==> src/rtl/filter_chain_if.sv <==
// Stream bundle for filter_chain: producer side (io_x_*), consumer side (io_y_*),
// plus flush and occupancy.
interface filter_chain_if #(
  parameter int WIDTH = 16,
  parameter int CW    = 2
);
  logic [WIDTH-1:0] io_x_data;
  logic             io_x_valid;
  logic             io_x_parity;
  logic             io_x_mode;
  logic             io_x_ready;
  logic [WIDTH-1:0] io_y_data;
  logic             io_y_valid;
  logic             io_y_parity;
  logic             io_y_ready;
  logic             io_flush;
  logic [CW-1:0]    io_count;

  modport master (
    output io_x_data, io_x_valid, io_x_parity, io_x_mode, io_y_ready, io_flush,
    input  io_x_ready, io_y_data, io_y_valid, io_y_parity, io_count
  );

  modport slave (
    input  io_x_data, io_x_valid, io_x_parity, io_x_mode, io_y_ready, io_flush,
    output io_x_ready, io_y_data, io_y_valid, io_y_parity, io_count
  );
endinterface

==> src/rtl/filter_chain.sv <==
// STAGES-deep shift/rotate filter pipeline with ready/valid backpressure,
// synchronous flush and a registered occupancy count.
module filter_stage #(
  parameter int WIDTH = 16
) (
  input  logic             clk,
  input  logic             rst_n,
  input  logic             flush_i,
  input  logic             ready_i,
  input  logic             up_vld_i,
  input  logic [WIDTH-1:0] up_data_i,
  input  logic             up_par_i,
  input  logic             up_mode_i,
  output logic             vld_o,
  output logic [WIDTH-1:0] data_o,
  output logic             par_o,
  output logic             mode_o
);
  logic             vld_q, par_q, mode_q, par_d;
  logic [WIDTH-1:0] data_q, data_d;

  always_comb begin
    if (up_mode_i) begin
      data_d = {up_data_i[WIDTH-2:0], up_data_i[WIDTH-1]};
      par_d  = up_par_i;
    end else begin
      data_d = {up_data_i[WIDTH-2:0], up_par_i};
      par_d  = up_data_i[WIDTH-1];
    end
  end

  // Payload only moves on a load so a stalled beat stays stable.
  always_ff @(posedge clk or negedge rst_n) begin
    if (!rst_n) begin
      vld_q  <= 1'b0;
      data_q <= '0;
      par_q  <= 1'b0;
      mode_q <= 1'b0;
    end else if (flush_i) begin
      vld_q  <= 1'b0;
    end else if (ready_i) begin
      vld_q <= up_vld_i;
      if (up_vld_i) begin
        data_q <= data_d;
        par_q  <= par_d;
        mode_q <= up_mode_i;
      end
    end
  end

  assign vld_o  = vld_q;
  assign data_o = data_q;
  assign par_o  = par_q;
  assign mode_o = mode_q;
endmodule

module filter_chain #(
  parameter int STAGES = 2,
  parameter int WIDTH  = 16,
  parameter int CW     = $clog2(STAGES+1)
) (
  input  logic          clk,
  input  logic          reset,
  filter_chain_if.slave bus
);
  logic [STAGES-1:0]            vld_q, par_q, mode_q, rdy;
  logic [STAGES-1:0][WIDTH-1:0] data_q;
  logic [STAGES-1:0]            up_vld, up_par, up_mode;
  logic [STAGES-1:0][WIDTH-1:0] up_data;
  logic                         in_fire, out_fire, unused_mode;
  logic [CW-1:0]                cnt_q, cnt_d;

  assign bus.io_x_ready = rdy[0] & ~bus.io_flush & reset;
  assign in_fire        = bus.io_x_valid & bus.io_x_ready;
  assign out_fire       = vld_q[STAGES-1] & bus.io_y_ready;

  genvar i;
  generate
    for (i = 0; i < STAGES; i++) begin : g_stage
      // Flattened ready chain: stage i stalls only if it and every later stage are full.
      assign rdy[i] = bus.io_y_ready | ~(&vld_q[STAGES-1:i]);
      if (i == 0) begin : g_head
        assign up_vld[i]  = in_fire;
        assign up_data[i] = bus.io_x_data;
        assign up_par[i]  = bus.io_x_parity;
        assign up_mode[i] = bus.io_x_mode;
      end else begin : g_body
        assign up_vld[i]  = vld_q[i-1];
        assign up_data[i] = data_q[i-1];
        assign up_par[i]  = par_q[i-1];
        assign up_mode[i] = mode_q[i-1];
      end
      filter_stage #(.WIDTH(WIDTH)) u_stage (
        .clk       (clk),
        .rst_n     (reset),
        .flush_i   (bus.io_flush),
        .ready_i   (rdy[i]),
        .up_vld_i  (up_vld[i]),
        .up_data_i (up_data[i]),
        .up_par_i  (up_par[i]),
        .up_mode_i (up_mode[i]),
        .vld_o     (vld_q[i]),
        .data_o    (data_q[i]),
        .par_o     (par_q[i]),
        .mode_o    (mode_q[i])
      );
    end
  endgenerate

  assign unused_mode = mode_q[STAGES-1];

  always_comb begin
    cnt_d = cnt_q;
    if (bus.io_flush)               cnt_d = '0;
    else if (in_fire && !out_fire)  cnt_d = cnt_q + CW'(1);
    else if (out_fire && !in_fire)  cnt_d = cnt_q - CW'(1);
  end

  always_ff @(posedge clk or negedge reset) begin
    if (!reset) cnt_q <= '0;
    else        cnt_q <= cnt_d;
  end

  assign bus.io_y_valid  = vld_q[STAGES-1];
  assign bus.io_y_data   = data_q[STAGES-1];
  assign bus.io_y_parity = par_q[STAGES-1];
  assign bus.io_count    = cnt_q;
endmodule

==> src/flat_wrapper.sv <==
// flat-port wrapper written by rule: the top's interface ports become plain ports
module filter_chain_flat 
#(
  parameter int STAGES = 2,
  parameter int WIDTH  = 16,
  parameter int CW     = $clog2(STAGES+1)
)
  (clk, reset, bus_io_x_data, bus_io_x_valid, bus_io_x_parity, bus_io_x_mode, bus_io_y_ready, bus_io_flush, bus_io_x_ready, bus_io_y_data, bus_io_y_valid, bus_io_y_parity, bus_io_count);
  filter_chain_if #(.WIDTH(WIDTH), .CW(CW)) bus_i ();
  input  logic clk;
  input  logic reset;
  input wire logic [$bits(bus_i.io_x_data)-1:0] bus_io_x_data;
  input wire logic [$bits(bus_i.io_x_valid)-1:0] bus_io_x_valid;
  input wire logic [$bits(bus_i.io_x_parity)-1:0] bus_io_x_parity;
  input wire logic [$bits(bus_i.io_x_mode)-1:0] bus_io_x_mode;
  input wire logic [$bits(bus_i.io_y_ready)-1:0] bus_io_y_ready;
  input wire logic [$bits(bus_i.io_flush)-1:0] bus_io_flush;
  output wire logic [$bits(bus_i.io_x_ready)-1:0] bus_io_x_ready;
  output wire logic [$bits(bus_i.io_y_data)-1:0] bus_io_y_data;
  output wire logic [$bits(bus_i.io_y_valid)-1:0] bus_io_y_valid;
  output wire logic [$bits(bus_i.io_y_parity)-1:0] bus_io_y_parity;
  output wire logic [$bits(bus_i.io_count)-1:0] bus_io_count;
  assign bus_i.io_x_data = bus_io_x_data;
  assign bus_i.io_x_valid = bus_io_x_valid;
  assign bus_i.io_x_parity = bus_io_x_parity;
  assign bus_i.io_x_mode = bus_io_x_mode;
  assign bus_i.io_y_ready = bus_io_y_ready;
  assign bus_i.io_flush = bus_io_flush;
  assign bus_io_x_ready = bus_i.io_x_ready;
  assign bus_io_y_data = bus_i.io_y_data;
  assign bus_io_y_valid = bus_i.io_y_valid;
  assign bus_io_y_parity = bus_i.io_y_parity;
  assign bus_io_count = bus_i.io_count;
  filter_chain #(.STAGES(STAGES), .WIDTH(WIDTH), .CW(CW)) u_core (.clk(clk), .reset(reset), .bus(bus_i));
endmodule
==> config.mk <==
export PLATFORM = sky130hd
export DESIGN_NAME = filter_chain_flat
export DESIGN_NICKNAME = d
export VERILOG_FILES = /design/src/rtl/filter_chain_if.sv /design/src/rtl/filter_chain.sv /design/src/flat_wrapper.sv
export SDC_FILE = /design/constraint.sdc
export NUM_CORES = 1
export LEC_CHECK = 0
export CAP_MARGIN = 20
export CORE_MARGIN = 5
export CORE_UTILIZATION = 41
export CTS_BUF_LIST = sky130_fd_sc_hd__clkbuf_16
export CTS_CLUSTER_DIAMETER = 30
export CTS_CLUSTER_SIZE = 10
export DETAILED_ROUTE_END_ITERATION = 10
export DONT_BUFFER_PORTS = 1
export GPL_ROUTABILITY_DRIVEN = 1
export HOLD_SLACK_MARGIN = 0.1
export PLACE_DENSITY = 0.58
export REMOVE_ABC_BUFFERS = 1
export SYNTH_ARGS = -nofsm -noshare
export SYNTH_HDL_FRONTEND = slang
export SYNTH_SLANG_ARGS = --single-unit
==> constraint.sdc <==
create_clock -name clk -period 3.47 [get_ports clk]
set_clock_uncertainty 0.05 [all_clocks]
set_input_delay 1.041 -clock clk [delete_from_list [all_inputs] [get_ports clk]]
set_output_delay 1.041 -clock clk [all_outputs]
set_load 0.005 [all_outputs]
==> flow_metrics.py, run 1 <==
metrics = {
    "setup_path": {
        "cp_cell_sequence": "and3b_2 > nor3b_1",
        "path_delay_family": "simple AND/OR/NAND/NOR gates",
        "critPathArrivalTime_ps": 1480,
        "critical_path_required_ps": 2380,
        "path_max_fanout": 6,
        "critPathBufInv": 0,
        "cp_slowest_stage_delay_ps": 240,
        "cp_slowest_cell": "nor3b_1",
        "worstSetupStartpointType": "input port",
        "cp-end-kind": "output port",
        "critPathKind": "in -> out",
    },
    "logic_synthesis": {
        "synth_area_um2": 1780,
        "synthAdderAreaFrac_pct": 0,
        "synth_top_family_by_area": "multiplexers",
        "synth_mux_area_share_pct": 25.4,
        "ys_ff_latch": 39,
        "postSynthAreaPerCell_um2": 14.7,
        "yosys.area_share.simple_pct": 7.39,
        "synth_xor_area_share_pct": 0,
        "ys_seq_area_share_pct": 54.9,
        "synth_cell_types": 21,
        "yosysWarningCount": 0,
        "postSynthCellCount": 121,
        "synth-compound-area-share_pct": 3.38,
    },
    "global_route": {
        "grt_pass1_vias": 873,
        "grt_overflow": 0,
        "grt_max_degree": 44,
        "antenna_found_initial": 0,
        "grt_usage_pct": 10.0,
        "grt_pass1_wl_um": 4170,
    },
    "clock_tree": {
        "cts_max_level": 2,
        "clk_pin_slew_ps": 50,
        "clock_latency_ps": 270,
        "cts_buffers": 5,
        "cts_hold_buf": 0,
        "clock_sinks": 39,
        "postCtsSetupBuffers": 0,
        "cts-resized-gates": 0,
        "clockRootBuffer": "clkbuf_16",
        "cts_tree": "done",
        "clockBufferDepth": 2,
    },
    "detailed_routing": {
        "remaining_drc_errors": 0,
        "routed_wl_um": 2780,
        "num_vias": 861,
        "viasPerCell": 5.28,
        "post_drt_wl_per_cell_um": 17.0,
        "drt_iter0_drc": 22,
        "final_antenna_net_count": 0,
        "dr.pass1.iters": 4,
    },
    "timing": {
        "hold_violations": 0,
        "slew_violations": 0,
        "setup_violations": 0,
        "relSlewSlack_pct": 78.9,
        "post-route-period-util_pct": 74.0,
        "fmax_ghz": 0.389,
        "setup_tns_ps": 0,
        "tightest_slew_ps": 317,
        "hold_ws_ps": 412,
        "post-route-min-period_ps": 2570,
        "rsz0062_at_grt": "false",
    },
    "floorplanning": {
        "core-area_um2": 4260,
        "dieArea_um2": 5750,
        "die_w_um": 75.8,
        "std_cell_rows": 24,
        "die_y_um": 75.8,
        "initial_utilization_pct": 41.7,
        "ioPinCount": 44,
    },
    "power": {
        "ir_worst_vdd_uv": 279,
        "leakage_nw": 0.808,
        "power_density_nw_per_um2": 656,
    },
    "outcome": {
        "status": "finished clean",
    },
    "placement": {
        "hpwlAfterDp_um": 1930,
        "io_buffer_count": 0,
        "dpl_cell_area_um2": 1690,
        "gp_congestion": 0.675,
    },
    "min_path": {
        "min_path_type": "in -> async",
    },
    "final_layout": {
        "fin_nets": 133,
        "fin_area_um2": 1830,
        "area_growth_syn_to_layout_pct": 2.89,
        "drive_above_1_share_pct": 43.2,
        "diodes": 0,
    },
    "job": {
        "cap_violations": 0,
    },
}
-- cells in the mapped netlist --
library cell / number / share of area, %
dfrtp_1: 39 / 55
mux2_2: 29 / 18
buf_4: 16 / 6.8
mux2_4: 7 / 5.9
o21ai_0: 6 / 1.7
and3b_2: 3 / 1.7
nor2_1: 3 / 0.63
buf_6: 2 / 1.3
mux2i_1: 2 / 1.1
nand3b_1: 2 / 0.84
nor3b_1: 2 / 0.84
a211oi_1: 1 / 0.42
a21boi_0: 1 / 0.42
a22oi_1: 1 / 0.42
and4b_1: 1 / 0.56
buf_8: 1 / 0.84
nand2_4: 1 / 0.63
nor2b_1: 1 / 0.35
nor2b_4: 1 / 0.77
nor3b_4: 1 / 1.1
o211ai_1: 1 / 0.42
-- layout make-up --
class                      count  area, um2
multi-input combinational     63        643
fill                         409       2440
sequential                    39        976
timing repair buffer           1       7.51
clock buffer                   5        125
tap                           52       65.1
clock inverter                 3       11.3
-- placed cells by master (no fill, tap or decap), drive strengths merged, types with 3 or more instances in the layout --
cell     n
and3b    3
clkbuf   5
dfrtp   39
mux2    36
nor2     3
nor3b    3
o21ai    6
-- cell families (layout without fill, tap and decap cells) --
family	count (synthesis)	after routing
flops	39	39
buf+inv	19	9
compound gates	10	10
mux	38	38
simple gates	15	15
-- power breakdown --
part / switching [W] / internal (W)
clock network: 0.000154 / 0.000258
logic: 0.0000379 / 0.000103
registers: 0.0000784 / 0.000569
total: 0.000270 / 0.000929
-- flip-flops by register name, summed over array words and instances (netlist names) --
| signal | cells |
|---|---|
| u_core.bus.io_count | 2 |
| u_core.g_stage.u_stage.vld_o | 2 |
| u_core.g_stage.u_stage.par_o | 2 |
| u_core.g_stage.u_stage.data_o | 32 |
| u_core.g_stage.u_stage.mode_o | 1 |
-- per-layer routing --
metal	vias to the layer above	GRT usage (%)	part of all wire, %
met1	441	11.1	41
li1	391	-	-
met5	-	0	0
met3	5	4.62	8.3
met2	24	16.2	49
met4	0	5.05	1.7
-- per-stage QoR --
step	util (%)	worst slack (ps)	total power, W	std cells
final	42.9	901	0.00120	163
after global routing	42.9	886	0.00126	163
after CTS	42.9	888	0.00122	163
after detailed placement	39.7	886	0.000801	155
after global placement	39.7	887	0.000788	155
after floorplan	-	931	0.000757	102
-- worst paths after layout --
check	from	end	slack, ps	cells after the start
worst max-delay path	bus_io_y_ready	bus_io_x_ready	900	2
worst min-delay path	reset	u_core.g_stage[0].u_stage.data_o[6]	410	0
worst max register to register	u_core.g_stage[1].u_stage.vld_o	u_core.g_stage[1].u_stage.data_o[0]	1890	4
worst min register to register	u_core.g_stage[0].u_stage.data_o[8]	u_core.g_stage[0].u_stage.data_o[8]	450	1
max in group asynchronous	reset	u_core.g_stage[1].u_stage.data_o[8]	2880	0
min in group clk	u_core.g_stage[0].u_stage.data_o[8]	u_core.g_stage[0].u_stage.data_o[8]	450	1
Power figures use the tool's default switching activity.
==> run 2, diff against run 1 <==
--- a/config.mk
+++ b/config.mk
@@ -15,7 +15,7 @@
 export DONT_BUFFER_PORTS = 1
 export GPL_ROUTABILITY_DRIVEN = 1
 export HOLD_SLACK_MARGIN = 0.1
-export PLACE_DENSITY = 0.58
+export PLACE_DENSITY = 0.6
 export REMOVE_ABC_BUFFERS = 1
 export SYNTH_ARGS = -nofsm -noshare
 export SYNTH_HDL_FRONTEND = slang
==> constraint.sdc (replaced) <==
create_clock -name clk -period 2.1 [get_ports clk]
set_clock_uncertainty 0.05 [all_clocks]
set_input_delay 0.63 -clock clk [delete_from_list [all_inputs] [get_ports clk]]
set_output_delay 0.63 -clock clk [all_outputs]
set_load 0.005 [all_outputs]
==> run 2 against run 1 <==
Against the previous run:
- cell area up 2.9%
- sequential share of layout area shrank 1.5 points
- combinational power increased by 79%
- sequential power increased by 65%
- global-route usage up 1.6 points
- utilization up 1.2 points
- flip-flop and latch count is the same
- count of clock-buffer cells in the layout is the same
==> flow_metrics.py, run 2 (synthesis results as in run 1) <==
metrics = {
    "power": {
        "netSwitchingPower_w": 0.000498,
        "p_int_w": 0.00167,
        "pwr-share-seq_pct": 49.3,
        "pwr-share-clk_pct": 39.1,
        "p_comb_share_pct": 11.6,
        "ir_worst_vdd_uv": 330,
        "leakage_nw": 0.831,
        "power_w": 0.00217,
        "switching_share_pct": 22.9,
        "power_density_nw_per_um2": 1150,
    },
    "detailed_routing": {
        "final_antenna_net_count": 0,
        "dr.pass1.iters": 4,
        "num_vias": 864,
        "post_drt_wl_per_cell_um": 18.5,
        "drt_iter0_drc": 28,
        "remaining_drc_errors": 0,
        "viasPerCell": 5.27,
        "routed_wl_um": 3040,
    },
    "timing": {
        "hold_violations": 0,
        "final.setup.worst_slack_ps": 202,
        "relSlewSlack_pct": 79.4,
        "rsz0062_at_grt": "false",
        "slew_violations": 0,
        "post-route-period-util_pct": 90.4,
        "tightest_slew_ps": 308,
        "fmax_ghz": 0.527,
        "setup_tns_ps": 0,
        "setup_violations": 0,
        "post-route-min-period_ps": 1900,
    },
    "clock_tree": {
        "clock_sinks": 39,
        "cts_hold_buf": 1,
        "clock_latency_ps": 280,
        "cts-resized-gates": 0,
        "clockRootBuffer": "clkbuf_16",
        "cts_tree": "done",
        "cts_max_level": 2,
        "cts_buffers": 5,
        "clk_pin_slew_ps": 60,
        "postCtsSetupBuffers": 0,
        "clockBufferDepth": 2,
    },
    "final_layout": {
        "largest_register_ffs": 32,
        "fin_util_pct": 44.1,
        "diodes": 0,
        "num-fill-cells": 387,
        "regArea_um2": 976,
        "area_growth_syn_to_layout_pct": 5.84,
        "fin_area_um2": 1880,
        "final_cell_mix": "39 x dfrtp_1, 29 x mux2_2, 7 x mux2_4",
        "drive_above_1_share_pct": 46.4,
        "fin_nets": 134,
        "multiInputGateArea_um2": 643,
        "final_common_cell": "dfrtp_1",
    },
    "setup_path": {
        "reg2reg_slack_ps": 500,
        "cp_slowest_cell": "dfrtp_1",
        "r2r-start": "u_core.g_stage[1].u_stage.vld_o",
        "cp-end-kind": "output port",
        "cp_slowest_stage_delay_ps": 450,
        "critPathBufInv": 0,
        "critPathArrivalTime_ps": 1220,
        "path_max_fanout": 7,
        "worstSetupStartpointType": "flip-flop",
        "critical_path_required_ps": 1420,
        "regToRegEndpoint": "u_core.g_stage[1].u_stage.data_o[12]",
        "path_delay_family": "simple AND/OR/NAND/NOR gates",
        "critPathKind": "reg -> out",
        "rr_worst_depth": 4,
        "cp_cell_sequence": "and3b_2 > nor3b_1",
    },
    "global_route": {
        "grt_usage_pct": 11.6,
        "grt_overflow": 0,
        "grt_max_degree": 40,
        "grt_pass1_wl_um": 4750,
        "antenna_found_initial": 0,
        "grt_pass1_vias": 986,
    },
    "floorplanning": {
        "ioPinCount": 44,
        "dieArea_um2": 5750,
        "core-area_um2": 4260,
        "die_w_um": 75.8,
        "std_cell_rows": 24,
        "initial_utilization_pct": 41.7,
        "die_y_um": 75.8,
    },
    "placement": {
        "gp_congestion": 0.772,
        "dpl_cell_area_um2": 1690,
        "hpwlAfterDp_um": 2020,
        "io_buffer_count": 0,
        "detailedPlace.worstSlack_ps": 339,
    },
    "min_path": {
        "min_path_type": "in -> async",
    },
    "job": {
        "cap_violations": 0,
    },
    "outcome": {
        "status": "finished clean",
    },
}
==> run 2: changes by cell type in the layout (fill, tap and decap cells not counted) <==
cell / delta
buf_12: +1
bufinv_16: +1
clkinv_1: -2
clkinv_2: +1
clkinv_4: +1
inv_1: -1
==> run 2: final cells by class <==
class / count / share of cell area [%]
multi-input cells: 63 / 34.2
clock buffers: 5 / 6.65
flip-flops and latches: 39 / 51.9
repair buffers: 2 / 1.46
well taps: 52 / 3.46
clock inverters: 3 / 2.33
==> run 2: power groups by stage <==
stage	Clock, W	Sequential, W	Combinational [W]
finish	0.000849	0.00107	0.000252
global placement	0	0.00108	0.000224
detailed placement	0	0.00109	0.000238
CTS	0.000872	0.00108	0.000259
floorplan	0	0.00104	0.000211
global route	0.000905	0.00110	0.000282
==> run 2: worst max path at each step <==
| stage | startpoint | end | slack (ps) | cells after the start |
|---|---|---|---|---|
| floorplan | bus_io_y_ready | u_core.g_stage[1].u_stage.data_o[0] | 340 | 3 |
| global placement | bus_io_y_ready | bus_io_x_ready | 340 | 2 |
| detailed placement | bus_io_y_ready | bus_io_x_ready | 340 | 2 |
| CTS | u_core.g_stage[1].u_stage.vld_o | bus_io_x_ready | 170 | 2 |
| global route | u_core.g_stage[1].u_stage.vld_o | bus_io_x_ready | 130 | 2 |
| finish | u_core.g_stage[1].u_stage.vld_o | bus_io_x_ready | 200 | 2 |
==> run 2: through the flow <==
| step | instances | hold slack (ps) |
|---|---|---|
| finish | 164 | 139 |
| global route | 164 | 138 |
| floorplan | 102 | 284 |
| global placement | 155 | 285 |
| CTS | 164 | 146 |
| detailed placement | 155 | 285 |
==> run 2: routing by layer <==
metal	track usage, %	vias up	wire (um)
met5	0	-	0
met4	4.66	0	28
met1	12.3	443	1160
met2	20.2	24	1660
li1	-	393	-
met3	5.01	4	184
